`config.mk`:
```
export PLATFORM = sky130hd
export DESIGN_NAME = gen3_rx_block_scheduler
export DESIGN_NICKNAME = d
export VERILOG_FILES = /design/src/rtl/gen3_rx_block_scheduler_pkg.sv /design/src/rtl/gen3_rx_block_scheduler_sh_check.sv /design/src/rtl/gen3_rx_block_scheduler.sv
export SDC_FILE = /design/constraint.sdc
export NUM_CORES = 1
export LEC_CHECK = 0
export ABC_AREA = 1
export ABC_CLOCK_PERIOD_IN_PS = 6800
export BUFFER_PORTS_ARGS = -buffer_cell sky130_fd_sc_hd__buf_2
export CORE_AREA = 2 2 454 456
export DETAILED_ROUTE_END_ITERATION = 7
export DIE_AREA = 0 0 456 458
export PLACE_DENSITY = 0.3
export SYNTH_ARGS = -nofsm -noshare
export SYNTH_HDL_FRONTEND = slang
export SYNTH_SLANG_ARGS = --single-unit
```
`constraint.sdc`:
```
create_clock -name clk -period 6.8 [get_ports clk]
set_input_delay 1.02 -clock clk [delete_from_list [all_inputs] [get_ports clk]]
set_output_delay 1.02 -clock clk [all_outputs]
set_load 0.05 [all_outputs]
```
`src/rtl/gen3_rx_block_scheduler_pkg.sv`:
```
// Shared constants, state type and lane-mask helpers for the
// Gen3 receive block scheduler.
package gen3_rx_block_scheduler_pkg;

   localparam int LANES           = 16;
   localparam int BEATS_PER_BLOCK = 4;
   localparam int LOCK_COUNT      = 8;
   localparam int ERR_LIMIT       = 4;
   localparam int PW = $clog2(BEATS_PER_BLOCK);
   localparam int GW = $clog2(LOCK_COUNT + 1);
   localparam int EW = $clog2(ERR_LIMIT + 1);

   localparam logic [1:0] SH_DATA = 2'b10;
   localparam logic [1:0] SH_OS   = 2'b01;

   typedef enum logic [1:0] {
      UNLOCKED,
      LOCKING,
      LOCKED
   } state_e;

   // Unsupported widths fall back to the full link.
   function automatic logic [4:0] lanes_decode(input logic [4:0] cfg);
      logic [4:0] n;
      case (cfg)
         5'd1, 5'd2, 5'd4, 5'd8: n = cfg;
         default:                n = 5'd16;
      endcase
      return n;
   endfunction

   function automatic logic [LANES-1:0] lane_mask(input logic [4:0] n);
      logic [LANES-1:0] m;
      m = '0;
      for (int l = 0; l < LANES; l++) m[l] = (5'(l) < n);
      return m;
   endfunction

   function automatic logic [4*LANES-1:0] byte_mask(input logic [4:0] n);
      logic [LANES-1:0]   lm;
      logic [4*LANES-1:0] m;
      lm = lane_mask(n);
      m  = '0;
      for (int l = 0; l < LANES; l++) m[4*l +: 4] = {4{lm[l]}};
      return m;
   endfunction

   function automatic logic [2*LANES-1:0] sh_mask(input logic [4:0] n);
      logic [LANES-1:0]   lm;
      logic [2*LANES-1:0] m;
      lm = lane_mask(n);
      m  = '0;
      for (int l = 0; l < LANES; l++) m[2*l +: 2] = {2{lm[l]}};
      return m;
   endfunction

endpackage

```
`src/rtl/gen3_rx_block_scheduler_sh_check.sv`:
```
// Combinational sync-header consistency check across the
// active lanes; inactive lanes never affect the verdict.
module gen3_sh_check
   import gen3_rx_block_scheduler_pkg::*;
(
   input  logic [2*LANES-1:0] in_sh,
   input  logic [4:0]         active_lanes,
   output logic               all_data,
   output logic               all_os,
   output logic               good
);

   logic [LANES-1:0] lm;

   assign lm = lane_mask(active_lanes);

   always_comb begin
      all_data = 1'b1;
      all_os   = 1'b1;
      for (int l = 0; l < LANES; l++) begin
         if (lm[l]) begin
            if (in_sh[2*l +: 2] != SH_DATA) all_data = 1'b0;
            if (in_sh[2*l +: 2] != SH_OS)   all_os   = 1'b0;
         end
      end
      good = all_data | all_os;
   end

endmodule

```
`src/rtl/gen3_rx_block_scheduler.sv`:
```
// Gen3 128b/130b receive sequencer: block lock, block phase,
// ordered-set stripping and datapath byte-valid generation.
module gen3_rx_block_scheduler
   import gen3_rx_block_scheduler_pkg::*;
(
   input  logic                 clk,
   input  logic                 rst,
   input  logic [4:0]           cfg_lanes,
   input  logic                 in_valid,
   input  logic                 in_block_start,
   input  logic [32*LANES-1:0]  in_data,
   input  logic [2*LANES-1:0]   in_sh,
   output logic [32*LANES-1:0]  dp_data,
   output logic [4*LANES-1:0]   dp_valid,
   output logic [2*LANES-1:0]   dp_sync_header,
   output logic                 os_valid,
   output logic                 os_start,
   output logic                 block_lock,
   output logic                 sh_error
);

   state_e             state_q;
   logic [PW-1:0]      phase_q;
   logic [GW-1:0]      good_cnt_q;
   logic [EW-1:0]      err_cnt_q;
   logic [4:0]         lanes_q;
   logic               blk_emit_q;
   logic               blk_os_q;
   logic [32*LANES-1:0] dp_data_q;
   logic [4*LANES-1:0]  dp_valid_q;
   logic [2*LANES-1:0]  sync_q;
   logic               os_valid_q;
   logic               os_start_q;
   logic               lock_q;
   logic               sh_err_q;

   logic [4:0] cfg_n;
   logic [4:0] lanes_chk;
   logic       all_data;
   logic       all_os;
   logic       good;

   assign cfg_n     = lanes_decode(cfg_lanes);
   assign lanes_chk = (state_q == UNLOCKED) ? cfg_n : lanes_q;

   gen3_sh_check u_sh_check (
      .in_sh        (in_sh),
      .active_lanes (lanes_chk),
      .all_data     (all_data),
      .all_os       (all_os),
      .good         (good)
   );

   logic start_b;
   logic misplaced;
   logic bad_blk;
   logic good_blk;
   logic miss_start;

   assign start_b    = in_valid & in_block_start;
   assign misplaced  = start_b & (phase_q != '0);
   assign bad_blk    = start_b & (~good | misplaced);
   assign good_blk   = start_b & ~bad_blk;
   assign miss_start = in_valid & ~in_block_start & (phase_q == '0);

   logic                emit_now;
   logic                data_now;
   logic                os_now;
   logic [4*LANES-1:0]  dp_valid_d;
   logic                os_valid_d;
   logic                os_start_d;
   logic [2*LANES-1:0]  sync_d;

   // A block is emitted only if it started cleanly while already LOCKED.
   always_comb begin
      emit_now = 1'b0;
      data_now = ~blk_os_q;
      os_now   = blk_os_q;
      if (start_b) begin
         emit_now = good_blk & (state_q == LOCKED);
         data_now = all_data;
         os_now   = all_os;
      end else if (!miss_start) begin
         emit_now = blk_emit_q & (state_q == LOCKED);
      end
      dp_valid_d = '0;
      if (in_valid & emit_now & data_now) dp_valid_d = byte_mask(lanes_q);
      os_valid_d = in_valid & emit_now & os_now;
      os_start_d = os_valid_d & start_b;
      sync_d     = sync_q;
      if (start_b) sync_d = good_blk ? (in_sh & sh_mask(lanes_chk)) : '0;
   end

   always_ff @(posedge clk or negedge rst) begin
      if (!rst) begin
         state_q    <= UNLOCKED;
         phase_q    <= '0;
         good_cnt_q <= '0;
         err_cnt_q  <= '0;
         lanes_q    <= 5'd16;
         blk_emit_q <= 1'b0;
         blk_os_q   <= 1'b0;
         dp_data_q  <= '0;
         dp_valid_q <= '0;
         sync_q     <= '0;
         os_valid_q <= 1'b0;
         os_start_q <= 1'b0;
         lock_q     <= 1'b0;
         sh_err_q   <= 1'b0;
      end else begin
         dp_data_q  <= in_data;
         dp_valid_q <= dp_valid_d;
         os_valid_q <= os_valid_d;
         os_start_q <= os_start_d;
         sync_q     <= sync_d;
         sh_err_q   <= bad_blk;
         if (in_valid) phase_q <= start_b ? PW'(1) : phase_q + PW'(1);
         if (start_b) begin
            blk_emit_q <= emit_now;
            blk_os_q   <= all_os;
         end else if (miss_start) begin
            blk_emit_q <= 1'b0;
         end
         unique case (state_q)
            UNLOCKED: begin
               lanes_q <= cfg_n;
               if (good_blk) begin
                  state_q    <= LOCKING;
                  good_cnt_q <= GW'(1);
               end
            end
            LOCKING: begin
               if (bad_blk | miss_start) begin
                  state_q    <= UNLOCKED;
                  good_cnt_q <= '0;
               end else if (good_blk) begin
                  good_cnt_q <= good_cnt_q + GW'(1);
                  if (good_cnt_q == GW'(LOCK_COUNT - 1)) begin
                     state_q   <= LOCKED;
                     lock_q    <= 1'b1;
                     err_cnt_q <= '0;
                  end
               end
            end
            LOCKED: begin
               if (bad_blk | miss_start) begin
                  if (err_cnt_q == EW'(ERR_LIMIT - 1)) begin
                     state_q    <= UNLOCKED;
                     lock_q     <= 1'b0;
                     err_cnt_q  <= '0;
                     good_cnt_q <= '0;
                  end else begin
                     err_cnt_q <= err_cnt_q + EW'(1);
                  end
               end else if (good_blk) begin
                  err_cnt_q <= '0;
               end
            end
            default: begin
               state_q <= UNLOCKED;
               lock_q  <= 1'b0;
            end
         endcase
      end
   end

   assign dp_data        = dp_data_q;
   assign dp_valid       = dp_valid_q;
   assign dp_sync_header = sync_q;
   assign os_valid       = os_valid_q;
   assign os_start       = os_start_q;
   assign block_lock     = lock_q;
   assign sh_error       = sh_err_q;

endmodule
```
==> flow_metrics.env <==
export IMPL_global_route_usage_total=0.126
export IMPL_die_height_um=458
export IMPL_timing_fmax_ghz=0.240
export IMPL_placed_cells_incl_taps=4852
export IMPL_grt_overflow_total=0
export IMPL_clock_tree_buffer_depth=3
export IMPL_clock_tree_htree_level_count=3
export IMPL_clock_tree_from_tritoncts="done"
export IMPL_synth_top_cell_by_area="dfrtp_1"
export IMPL_layout_area_seq_mm2=0.0146
export IMPL_postSynth_topFlopCell="dfrtp_1"
export IMPL_rsz0062_at_grt="no"
export IMPL_worst_path_max_delay_cell="nand3_2"
export IMPL_power_per_cell_area_mw_per_mm2=326
export IMPL_ys_top_cells_by_area="dfrtp_1 (85%), nand2_1 (3.3%), buf_4 (2.2%)"
export IMPL_timing_max_transition_violations_final=0
export IMPL_synth_sequential_area_ratio=0.855
export IMPL_routed_wire_length_per_instance_um=26.9
export IMPL_fin_worst_hold_slack_ps=355
export IMPL_drt_pass1_iterations=5
export IMPL_register_to_register_setup_slack_ps=2630
export IMPL_tightest_slew_ps=998
export IMPL_routabilityCongestion=0.972
export IMPL_die_area_mm2=0.209
export IMPL_synthCells=1053
export IMPL_place_hpwl_um=116000
export IMPL_antenna_found_initial=177
export IMPL_worstReg2RegEnd="dp_valid[3]$_DFF_PN0_"
export IMPL_timing_critical_path_mode_cell="nand2_1"
export IMPL_cts_root_buf="clkbuf_16"
export IMPL_run_status="complete, no violations"
export IMPL_clk_pin_slew_ps=60
export IMPL_routed_wl_um=135000
export IMPL_final_min_period_over_clock_period=0.614
export IMPL_worst_endpoint_arrival_ps=4730
export IMPL_synth_largest_type_area_fraction=0.854
export IMPL_hold_buffers=0
export IMPL_die_w_um=456
export IMPL_max_stage_delay_ps=670
export IMPL_filler_cell_count=23045
export IMPL_post_place_cell_area_mm2=0.0259
export IMPL_skew_ps=43.3
export IMPL_setup_bufs_post_cts=0
export IMPL_cts_inserted_buffers=82
export IMPL_grt_max_degree=147
export IMPL_max_slew_margin=0.335
export IMPL_synth_seq_cells=582
export IMPL_crit_path_start_kind="register"
export IMPL_ff2ff_path_depth=18
export IMPL_initial_core_util=0.0836
export IMPL_via_count=13812
export IMPL_element_type_at_the_critical_path_end="register"
export IMPL_tritoncts_num_sinks=582
export IMPL_instances_no_fill=5023
export IMPL_core_region_area_mm2=0.204
export IMPL_crit_required_ps=7360
export IMPL_clk_insertion_delay_late_ps=680
export IMPL_number_of_violations_reported_at_the_end_of_detailed_routing_iteration_0=813
export IMPL_post_drt_via_cell_ratio=2.75
export IMPL_hold_viol=0
export IMPL_finalNetCount=2807
export IMPL_mappedNetlistNets=1612
export IMPL_yosysUniqueCellTypes=36
export IMPL_yosysMostFrequentCell="dfrtp_1"
export IMPL_ioPinCount=1165
export IMPL_worstPathBufferInverterCount=2
export IMPL_layout_drive_gt1_share=0.581
export IMPL_post_route_cell_area_mm2=0.0287
export IMPL_max_rail_drop_vdd_mv=0.170
export IMPL_syn_mean_instance_area_um2=16.2
export IMPL_setup_viol_count_final=0
export IMPL_drc=0
export IMPL_crit_fanout=38
export IMPL_worstSetupPathType="reg -> reg"
export IMPL_r2r_start="state_q[1]$_DFFE_PN0P_"
export IMPL_critical_path_cell_chain="inv_1 > ha_1 > inv_1 > nand2_1 > nand2_2 > nor2_2 > nand4_2 > o21ai_0 > nand2_1 > nor2_1 > nand3_1 > nand2_1 > nand3_2 > nand2_2 > nand3_4 > nor2_4 > nand2_4 > nor2_1"
export IMPL_fin_setup_tns_ps=0
export IMPL_leakagePower_nw=14.2
export IMPL_via_count_of_the_first_global_routing_pass=14027
export IMPL_timing_hold_worst_class="in -> async"
export IMPL_timing_final_crit_period_ps=4170
export IMPL_synth_commonest_cells="dfrtp_1 (581), nand2_1 (148), inv_1 (66)"
export IMPL_synth_edff_count=0
export IMPL_path_delay_family="simple AND/OR/NAND/NOR gates"
export IMPL_portBuffers=1164
export IMPL_async_flop_share=1.00
export IMPL_drtAntennaViolNets=0
export IMPL_cts_resized=0
export IMPL_number_of_max_cap_violations=0
export IMPL_grt_pass1_wl_um=167000
export IMPL_syn_area_mm2=0.0170
export IMPL_multi_input_area_mm2=0.00178
export IMPL_layout_area_overhead_vs_synth_pct=68.7
export IMPL_synth_warning_count=0
export IMPL_placement_rows=166
-- per-layer routing --
layer,share of wire,track usage,vias to the layer above
li1,-,-,5706
met1,0.37,0.143,6881
met2,0.51,0.224,836
met3,0.086,0.0435,341
met4,0.028,0.0324,48
met5,0.0023,0,-
-- state kept, by name, summed over array words and instances (netlist names) --
register and count:
good_cnt_q 4, err_cnt_q 3, dp_data 512, state_q 2
dp_sync_header 32, os_start 1, blk_os_q 1, sh_error 1
block_lock 1, blk_emit_q 1, os_valid 1, dp_valid 16
lanes_q 5, phase_q 2
-- layout by cell type (no fill, tap or decap), types with 15 or more instances in the layout --
cell	netlist	layout
nand2_1	148	148
clkinv_2	0	15
dfrtp_1	581	581
buf_2	1	1163
nand3_1	29	29
inv_1	66	66
clkbuf_1	7	18
clkbuf_16	0	82
diode_2	0	22
nor2_1	38	38
o21ai_0	40	40
-- stage by stage --
step / worst slack (ps) / power [W] / util
6_report: 2630 / 0.00938 / 0.141
5_1_grt: 2090 / 0.00977 / 0.141
4_1_cts: 2530 / 0.00963 / 0.141
3_5_place_dp: 2350 / 0.00495 / 0.127
3_3_place_gp: 2360 / 0.00496 / 0.127
2_1_floorplan: 3900 / 0.00435 / -
-- area by class of cell --
cell class,instances,share of cell area
clock inverter,36,0.0173
multi-input combinational,343,0.0618
timing repair buffer,1171,0.206
antenna,22,0.00192
tap,2688,0.117
clock buffer,113,0.0800
inverter,68,0.00888
sequential,582,0.507
-- kinds of logic after synthesis --
family                     Yosys count  synth area share
buffers and inverters              128            0.0406
xor gates and xnor gates             1          0.000514
adders and majority gates            6           0.00441
DFF                                582             0.855
and+or+nand+nor                    258            0.0723
AOI/OAI and AO/OA                   78            0.0271
-- where the power goes --
part	internal, W	switching [W]	total, W
sequential	0.00362	0.0000618	0.00368
combinational	0.000241	0.000933	0.00117
clock	0.00266	0.00186	0.00452
total	0.00652	0.00286	0.00938
-- worst max path at each step --
stage	from	end	cells past startpoint
2_1_floorplan	cfg_lanes[2]	err_cnt_q[2]$_DFFE_PN0P_	21
3_3_place_gp	cfg_lanes[2]	dp_valid[7]$_DFF_PN0_	22
3_5_place_dp	cfg_lanes[2]	dp_valid[3]$_DFF_PN0_	22
4_1_cts	state_q[1]$_DFFE_PN0P_	dp_valid[11]$_DFF_PN0_	18
5_1_grt	state_q[0]$_DFFE_PN0P_	dp_valid[7]$_DFF_PN0_	20
6_report	state_q[1]$_DFFE_PN0P_	dp_valid[3]$_DFF_PN0_	18
Power figures use the tool's default switching activity.
